File: src/rtl/btn_conditioner.sv
// Two-button conditioner: synchronizes, debounces and edge-detects two raw
// buttons into one-cycle step pulses, with optional hold-to-repeat.
//
// Ports:
//   clk, rst                      clock, async active-high reset
//   btn_left_raw, btn_right_raw   asynchronous bouncy button inputs
//   btn_left, btn_right           one-cycle step pulses (never both high)
//   left_level, right_level       debounced button levels
//
// Build option: define BTN_AUTO_REPEAT_EN to compile in the per-button
// IDLE/DELAY/REPEAT auto-repeat FSMs and their timers.
module btn_conditioner #(
    parameter int DEBOUNCE_CYCLES = 500000,
    parameter int REPEAT_DELAY    = 25000000,
    parameter int REPEAT_RATE     = 5000000
) (
    input  logic clk,
    input  logic rst,
    input  logic btn_left_raw,
    input  logic btn_right_raw,
    output logic btn_left,
    output logic btn_right,
    output logic left_level,
    output logic right_level
);

    localparam int CW = $clog2(DEBOUNCE_CYCLES + 1);
    localparam logic [CW-1:0] CNT_LAST = CW'(DEBOUNCE_CYCLES - 1);
    localparam logic [CW-1:0] CNT_MAX  = CW'(DEBOUNCE_CYCLES);

    // Index 0 is the left button, index 1 the right button.
    logic [1:0]    raw;
    logic [1:0]    meta;
    logic [1:0]    sync;
    logic [1:0]    level;
    logic [1:0]    level_d;
    logic [1:0]    press;
    logic [1:0]    fire;
    logic [1:0]    step;
    logic          both;
    logic [CW-1:0] cnt [2];

    assign raw = {btn_right_raw, btn_left_raw};

    always_ff @(posedge clk or posedge rst) begin
        if (rst) begin
            meta <= '0;
            sync <= '0;
        end else begin
            meta <= raw;
            sync <= meta;
        end
    end

    // The counter runs only while the synchronized input disagrees with the
    // accepted level; reaching DEBOUNCE_CYCLES flips the level and restarts.
    always_ff @(posedge clk or posedge rst) begin
        if (rst) begin
            level <= '0;
            for (int i = 0; i < 2; i++) begin
                cnt[i] <= '0;
            end
        end else begin
            for (int i = 0; i < 2; i++) begin
                if (sync[i] == level[i]) begin
                    cnt[i] <= '0;
                end else if (cnt[i] == CNT_LAST) begin
                    level[i] <= ~level[i];
                    cnt[i]   <= '0;
                end else if (cnt[i] != CNT_MAX) begin
                    cnt[i] <= cnt[i] + 1'b1;
                end
            end
        end
    end

    always_ff @(posedge clk or posedge rst) begin
        if (rst) begin
            level_d <= '0;
            step    <= '0;
        end else begin
            level_d <= level;
            step    <= fire;
        end
    end

    assign press = level & ~level_d;
    // With both buttons down neither may step; this also keeps the two
    // outputs mutually exclusive, since any pulse needs its own level high.
    assign both  = &level;

`ifdef BTN_AUTO_REPEAT_EN
    localparam int TMAX = (REPEAT_DELAY > REPEAT_RATE) ? REPEAT_DELAY
                                                       : REPEAT_RATE;
    localparam int TW = $clog2(TMAX + 1);
    // Timers count down to zero; the pulse is registered one edge later,
    // so loads are one short of the nominal interval.
    localparam logic [TW-1:0] DELAY_LOAD = TW'(REPEAT_DELAY - 1);
    localparam logic [TW-1:0] RATE_LOAD  = TW'(REPEAT_RATE - 1);

    typedef enum logic [1:0] {
        IDLE,
        DELAY,
        REPEAT
    } state_t;

    state_t        state    [2];
    state_t        state_nx [2];
    logic [TW-1:0] timer    [2];
    logic [TW-1:0] timer_nx [2];
    logic [1:0]    rep;

    always_ff @(posedge clk or posedge rst) begin
        if (rst) begin
            for (int i = 0; i < 2; i++) begin
                state[i] <= IDLE;
                timer[i] <= '0;
            end
        end else begin
            for (int i = 0; i < 2; i++) begin
                state[i] <= state_nx[i];
                timer[i] <= timer_nx[i];
            end
        end
    end

    always_comb begin
        rep = '0;
        for (int i = 0; i < 2; i++) begin
            state_nx[i] = state[i];
            timer_nx[i] = timer[i];
            if (!level[i] || both) begin
                state_nx[i] = IDLE;
                timer_nx[i] = '0;
            end else begin
                unique case (state[i])
                    IDLE: begin
                        if (press[i]) begin
                            state_nx[i] = DELAY;
                            timer_nx[i] = DELAY_LOAD;
                        end
                    end
                    DELAY, REPEAT: begin
                        if (timer[i] == '0) begin
                            rep[i]      = 1'b1;
                            state_nx[i] = REPEAT;
                            timer_nx[i] = RATE_LOAD;
                        end else begin
                            timer_nx[i] = timer[i] - 1'b1;
                        end
                    end
                    default: begin
                        state_nx[i] = IDLE;
                        timer_nx[i] = '0;
                    end
                endcase
            end
        end
    end

    assign fire = {2{~both}} & (press | rep);
`else
    assign fire = {2{~both}} & press;
`endif

    assign btn_left    = step[0];
    assign btn_right   = step[1];
    assign left_level  = level[0];
    assign right_level = level[1];

endmodule

File: config.mk
export PLATFORM = sky130hd
export DESIGN_NAME = btn_conditioner
export DESIGN_NICKNAME = d
export VERILOG_FILES = /design/src/rtl/btn_conditioner.sv
export SDC_FILE = /design/constraint.sdc
export NUM_CORES = 1
export LEC_CHECK = 0
export BUFFER_PORTS_ARGS = -buffer_cell sky130_fd_sc_hd__buf_2
export CAP_MARGIN = 20
export CORE_MARGIN = 3
export CORE_UTILIZATION = 35
export DETAILED_ROUTE_END_ITERATION = 7
export PLACE_DENSITY = 0.55
export SLEW_MARGIN = 10
export SYNTH_ARGS = -nofsm -noshare
export SYNTH_HDL_FRONTEND = slang
export SYNTH_SLANG_ARGS = --single-unit
export TNS_END_PERCENT = 50
File: constraint.sdc
create_clock -name clk -period 4.02 [get_ports clk]
set_clock_uncertainty 0.15 [all_clocks]
set_input_delay 0.201 -clock clk [delete_from_list [all_inputs] [get_ports clk]]
set_output_delay 0.201 -clock clk [all_outputs]
set_load 0.005 [all_outputs]
==> flow_metrics.tcl, run 1 <==
set metrics [dict create \
    status "finished, final reports clean" \
    root_buffer "clkbuf_8" \
    drt_iter0_drc 73 \
    min_period_ps 2370 \
    syn_to_final_growth_pct 10.7 \
    synth_top_area_share_pct 48.6 \
    hpwl_mm 3.03 \
    slew_violations 0 \
    ir_drop_mv 0.190 \
    grt_usage_pct 12.0 \
    power.internal_w 0.000641 \
    yosysUniqueCellTypes 43 \
    wl_per_cell_um 12.9 \
    num_vias 1768 \
    via_per_inst 5.04 \
    clock_path_buffers 2 \
    synthSimpleGateAreaFrac_pct 28.5 \
    rows 29 \
    start_util_pct 37.4 \
    tns_ps 0 \
    drive_gt1_share_pct 13.2 \
    synth-edff-count 0 \
    final_cells 351 \
    grt_pass1_wl_mm 8.11 \
    tightest_slew_ps 730 \
    path_class "reg -> reg" \
    syn_area_um2 2470 \
    power.density_nw_per_um2 306 \
    ctsResizeCount 0 \
    clk_pin_slew_ps 90 \
    yosys-top-cells-area "dfrtp_1 (49%), xnor2_1 (7.8%), nor2_1 (4.7%), nand4_1 (3.0%), nor3_1 (3.0%)" \
    yosysSeqAreaShare_pct 48.6 \
    antenna_found_initial 0 \
    p_comb_share_pct 4.6 \
    p_clk_share_pct 35.9 \
    synth_compound_area_share_pct 5.88 \
    fp.dieH_um 90.0 \
    die_area_um2 8100 \
    drv_cap 0 \
    p_switching_w 0.000194 \
    place.port_buffers 7 \
    yosysMostFrequentCell "dfrtp_1" \
    hp-class "reg -> reg" \
    synthAdderAreaFrac_pct 2.03 \
    synthMuxAreaShare_pct 1.72 \
    syn-num-nets 252 \
    grt_overflow 0 \
    fill_cells 651 \
    power_switching_share_pct 23.3 \
    timing.fmax_mhz 422 \
    grt_max_degree 49 \
    hold_viol 0 \
    route.detailed.drc 0 \
    dp.cells 339 \
    cp_max_fo 17 \
    endpoint_kind "register" \
    synth-seq-cells 48 \
    start_kind "register" \
    gp_congestion 0.764 \
    setup_violations 0 \
    first_pass_iters 4 \
    wirelength_mm 4.53 \
    ys.flop_type "dfrtp_1" \
    synth_top_family_by_area "simple AND/OR/NAND/NOR gates" \
    rsz0062_at_grt "no" \
    cts.sinks 48 \
    h-tree-depth 2 \
    fp.dieW_um 90.0 \
    insertion_delay_ps 300 \
    ioPinCount 8 \
    num_antenna_cells 0 \
    p_leak_nw 1.08 \
    worst_ep_arrival_time_ps 2380 \
    yosysTopAreaCell "dfrtp_1" \
    synth-xor-area-share_pct 9.93 \
    ant_nets 0 \
    yosysWarnings 0 \
    cts_hold_buffers 2 \
    crit_required_ps 4030 \
    avgSynthCellArea_um2 10.1 \
    min_period_over_period_pct 58.9 \
    final_nets 265 \
    total_power_w 0.000835 \
    synthCells 244 \
    async_reset_ff_share_pct 100 \
    p_seq_share_pct 59.5 \
    core_area_um2 6600 \
    relSlewSlack_pct 51.3 \
    numCtsBuffers 5 \
    synth_common_cells "dfrtp_1 (48), nor2_1 (31), xnor2_1 (22), nor3_1 (15), inv_1 (14)" \
    grt_pass1_vias 1722 \
    cts_tree "yes" \
    post_cts_buffers 0 \
]
cells by family after synthesis:
group | count (synthesis)
AOI/OAI and AO/OA | 22
muxes | 4
xor gates and xnor gates | 28
adders and majority gates | 4
and+or+nand+nor | 119
buffers and inverters | 19
DFF | 48
critical path, stage by stage, from the launching register on:
cell and delay, ps:
dfrtp_1 440, ha_1 230, nand3_2 210, or3_1 430, o21ai_2 620, nor3_1 140
power groups by stage:
| stage | registers (W) | clock network (W) | logic, W |
|---|---|---|---|
| final | 0.000497 | 0.000300 | 0.0000382 |
| after global routing | 0.000499 | 0.000335 | 0.0000452 |
| after CTS | 0.000497 | 0.000317 | 0.0000371 |
| after detailed placement | 0.000507 | 0 | 0.0000351 |
| after global placement | 0.000507 | 0 | 0.0000351 |
| after floorplan | 0.000505 | 0 | 0.0000265 |
final cells by class:
cell class	count	area [um^2]	share of cell area [%]
clock inverter	2	10.0	0.366
tap	93	116	4.26
inverter	14	52.6	1.92
sequential	48	1200	43.9
timing repair buffer	11	85.1	3.11
multi-input combinational	177	1190	43.4
clock buffer	6	82.6	3.02
cell usage in the layout, fill, tap and decap left out, types with 3 or more instances in the layout:
| cell type | synthesis | routed |
|---|---|---|
| a31o_2 | 3 | 3 |
| nor4b_1 | 4 | 4 |
| and3_1 | 3 | 3 |
| nand2_1 | 12 | 12 |
| nor2_1 | 31 | 31 |
| xnor2_1 | 22 | 22 |
| and2_1 | 3 | 3 |
| dfrtp_1 | 48 | 48 |
| nor3_1 | 15 | 15 |
| inv_1 | 14 | 13 |
| xor2_1 | 6 | 6 |
| nor4_1 | 6 | 6 |
| or3_1 | 3 | 3 |
| nand4_1 | 12 | 12 |
| nand3_1 | 10 | 10 |
| buf_2 | 2 | 7 |
| dlygate4sd3_1 | 0 | 3 |
| nor3b_1 | 4 | 4 |
| o21ai_0 | 4 | 4 |
| a21oi_1 | 7 | 7 |
| ha_1 | 4 | 4 |
| clkbuf_8 | 0 | 6 |
flip-flops by register name, indices dropped and copies added (netlist names):
name and flops:
meta 2, step 2, sync 2, cnt 38, level_d 2, level 2
final timing paths:
check | startpoint | to | slack, ps | cells past startpoint
setup / recovery | cnt[19] | cnt[19] | 1650 | 5
hold / removal | meta[1] | sync[1] | 200 | 0
setup reg to reg | cnt[19] | cnt[19] | 1650 | 5
hold reg to reg | meta[1] | sync[1] | 200 | 0
max in group asynchronous | rst | meta[0] | 2920 | 4
min in group asynchronous | rst | cnt[8] | 300 | 3
layer usage:
metal	share of wire, %	GRT usage (%)
met1	49	16.0
met2	46	19.2
met3	3.6	2.75
met4	1.4	4.21
met5	0	0
through the flow:
stage	instance area [um^2]	setup WS [ps]	util [%]	hold slack (ps)
after floorplan	2470	2000	-	82.4
after global placement	2590	1590	39.2	165
after detailed placement	2590	1670	39.2	164
after CTS	2700	1620	40.9	25.6
after global routing	2730	1440	41.4	221
final	2730	1650	41.4	204
(Power assumes the default switching activity.)
==> run 2: changes to the inputs <==
--- a/config.mk
+++ b/config.mk
@@ -5,6 +5,7 @@
 export SDC_FILE = /design/constraint.sdc
 export NUM_CORES = 1
 export LEC_CHECK = 0
+export ABC_AREA = 1
 export BUFFER_PORTS_ARGS = -buffer_cell sky130_fd_sc_hd__buf_2
 export CAP_MARGIN = 20
 export CORE_MARGIN = 3
==> constraint.sdc (replaced) <==
create_clock -name clk -period 2.35 [get_ports clk]
set_clock_uncertainty 0.15 [all_clocks]
set_input_delay 0.1175 -clock clk [delete_from_list [all_inputs] [get_ports clk]]
set_output_delay 0.1175 -clock clk [all_outputs]
set_load 0.005 [all_outputs]
==> run 2 against run 1 <==
Compared with the run above: sequential share of layout area decreased by 5.1 points; worst hold slack improved by 3.5 ps; highest routed layer unchanged; clock-buffer cell count down 1.
==> flow_metrics.tcl, run 2 <==
set metrics [dict create \
    status "finished, final reports clean" \
    use_met3_pct 2.37 \
    final_common_cell "nor2_1" \
    final_nets 385 \
    rows 31 \
    yosysTopAreaCell "dfrtp_1" \
    wirelength_mm 5.56 \
    cts_tree "yes" \
    endpoint_kind "register" \
    gr-usage-met1_pct 18.8 \
    power.density_nw_per_um2 497 \
    syn_to_final_growth_pct 11.2 \
    grt-busiest-layer "met2" \
    async_reset_ff_share_pct 100 \
    place.port_buffers 7 \
    r2r_cells 6 \
    cp_num_cells 6 \
    antenna_found_initial 0 \
    yosys-top-cells-area "dfrtp_1 (43%), nor2_1 (11%), nand2_1 (9.0%), inv_1 (6.5%), nand3_1 (5.0%)" \
    slew_violations 0 \
    grt_pass1_vias 2223 \
    cp_slowest_cell "dfrtp_1" \
    first_pass_iters 4 \
    cts.sinks 48 \
    dp_slack_ps 480 \
    wl_per_cell_um 11.7 \
    rsz0062_at_grt "no" \
    num_vias 2208 \
    worst_slack_ps 475 \
    tightest_slew_ps 450 \
    drive_gt1_share_pct 14.6 \
    via_per_inst 4.63 \
    start_kind "register" \
    dp.cells 466 \
    worst_ep_arrival_time_ps 1900 \
    min_period_ps 1870 \
    numCtsBuffers 5 \
    ant_nets 0 \
    yosysSeqAreaShare_pct 43.2 \
    synth-edff-count 0 \
    path_buf_inv 0 \
    largest_register_ffs 38 \
    start_util_pct 37.2 \
    fp.dieW_um 95.1 \
    grt_overflow 0 \
    hpwl_mm 4.26 \
    synth_common_cells "nor2_1 (78), nand2_1 (67), dfrtp_1 (48), inv_1 (48), nand3_1 (28)" \
    core_area_um2 7490 \
    setup_violations 0 \
    gp_congestion 0.790 \
    layout_common_cells "nor2_1 (78), nand2_1 (67), dfrtp_1 (48)" \
    synth-seq-cells 48 \
    die_area_um2 9050 \
    drv_cap 0 \
    yosysMostFrequentCell "nor2_1" \
    syn_area_um2 2780 \
    cp_max_fo 11 \
    relSlewSlack_pct 69.9 \
    clk_pin_slew_ps 90 \
    max_stage_delay_ps 420 \
    insertion_delay_ps 300 \
    tns_ps 0 \
    drt_iter0_drc 90 \
    h-tree-depth 2 \
    ioPinCount 8 \
    ctsResizeCount 0 \
    synth_top_area_share_pct 43.2 \
    crit_required_ps 2370 \
    final_cells 477 \
    fp.dieH_um 95.1 \
    path_class "reg -> reg" \
    num_antenna_cells 0 \
    synthCells 360 \
    largest-register "cnt" \
    cp_top_family "simple AND/OR/NAND/NOR gates" \
    clock_path_buffers 2 \
    min_period_over_period_pct 79.8 \
    hold_viol 0 \
    met2_usage_pct 23.3 \
    grt_pass1_wl_mm 10.1 \
    root_buffer "clkbuf_8" \
    ir_drop_mv 0.250 \
    avgSynthCellArea_um2 7.73 \
    path_cells "ha_1 -> nand2_2 -> nor2_4 -> nand3_1 -> nand2_1 -> nor2_1" \
    p_leak_nw 1.37 \
    route.detailed.drc 0 \
    ys.flop_type "dfrtp_1" \
    yosysWarnings 0 \
    syn-num-nets 368 \
    hp-class "in -> async" \
    grt_usage_pct 14.0 \
    grt_max_degree 29 \
    yosysUniqueCellTypes 28 \
    timing.fmax_mhz 533 \
]
## run 2: timing repair
action / 4_1_cts / 5_1_grt
endpoints found under the setup margin: 0 / 0
hold buffers: 3 / 0
endpoints found under the hold margin: 22 / 0
buffers inserted: 0 / 0
## run 2: cells by family after synthesis
group / share of synthesized area, %
xor gates and xnor gates: 5.67
adders and majority gates: 1.80
AOI/OAI and AO/OA: 3.10
DFF: 43.2
and+or+nand+nor: 38.9
buffers and inverters: 7.38
## run 2: worst register-to-register path: stages (launching register included)
cell and delay (ps):
dfrtp_1 420, ha_1 280, nand2_2 100, nor2_4 190, nand3_1 150, nand2_1 360
nor2_1 100
## run 2: where the power goes
| part | internal (W) | switching (W) | total [W] |
|---|---|---|---|
| combinational | 0.0000264 | 0.0000482 | 0.0000746 |
| sequential | 0.000837 | 0.0000145 | 0.000851 |
| clock | 0.000321 | 0.000290 | 0.000611 |
## run 2: metal layers
| layer | wire [um] | share of wire (%) | up-vias |
|---|---|---|---|
| li1 | - | - | 1160 |
| met1 | 2790 | 50 | 1023 |
| met2 | 2580 | 46 | 20 |
| met3 | 117 | 2.1 | 5 |
| met4 | 66 | 1.2 | 0 |
| met5 | 0 | 0 | - |
## run 2: stage by stage
stage / cell area [um^2] / utilization [%] / hold slack [ps] / total power (W)
4_1_cts: 3090 / 41.3 / 209 / 0.00157
3_5_place_dp: 2950 / 39.4 / 4.84 / 0.000941
3_3_place_gp: 2950 / 39.4 / 3.52 / 0.000940
6_report: 3090 / 41.3 / 208 / 0.00154
5_1_grt: 3090 / 41.3 / 222 / 0.00162
2_1_floorplan: 2780 / - / -1.07 / 0.000918
## run 2: final timing paths
path | end | start | slack [ps]
min in group clk | sync[0] | meta[0] | 210
worst max-delay path | cnt[28] | cnt[19] | 480
max in group asynchronous | cnt[12] | rst | 1330
worst max register to register | cnt[28] | cnt[19] | 480
worst min-delay path | step[0] | rst | 210
worst min register to register | sync[0] | meta[0] | 210
## run 2: layout make-up
class | instances | area [um^2]
Tap cell | 99 | 124
Multi-Input combinational cell | 260 | 1380
Timing Repair Buffer | 11 | 85.1
Inverter | 51 | 194
Clock buffer | 5 | 68.8
Sequential cell | 48 | 1200
Clock inverter | 3 | 46.3
Fill cell | 790 | 4390
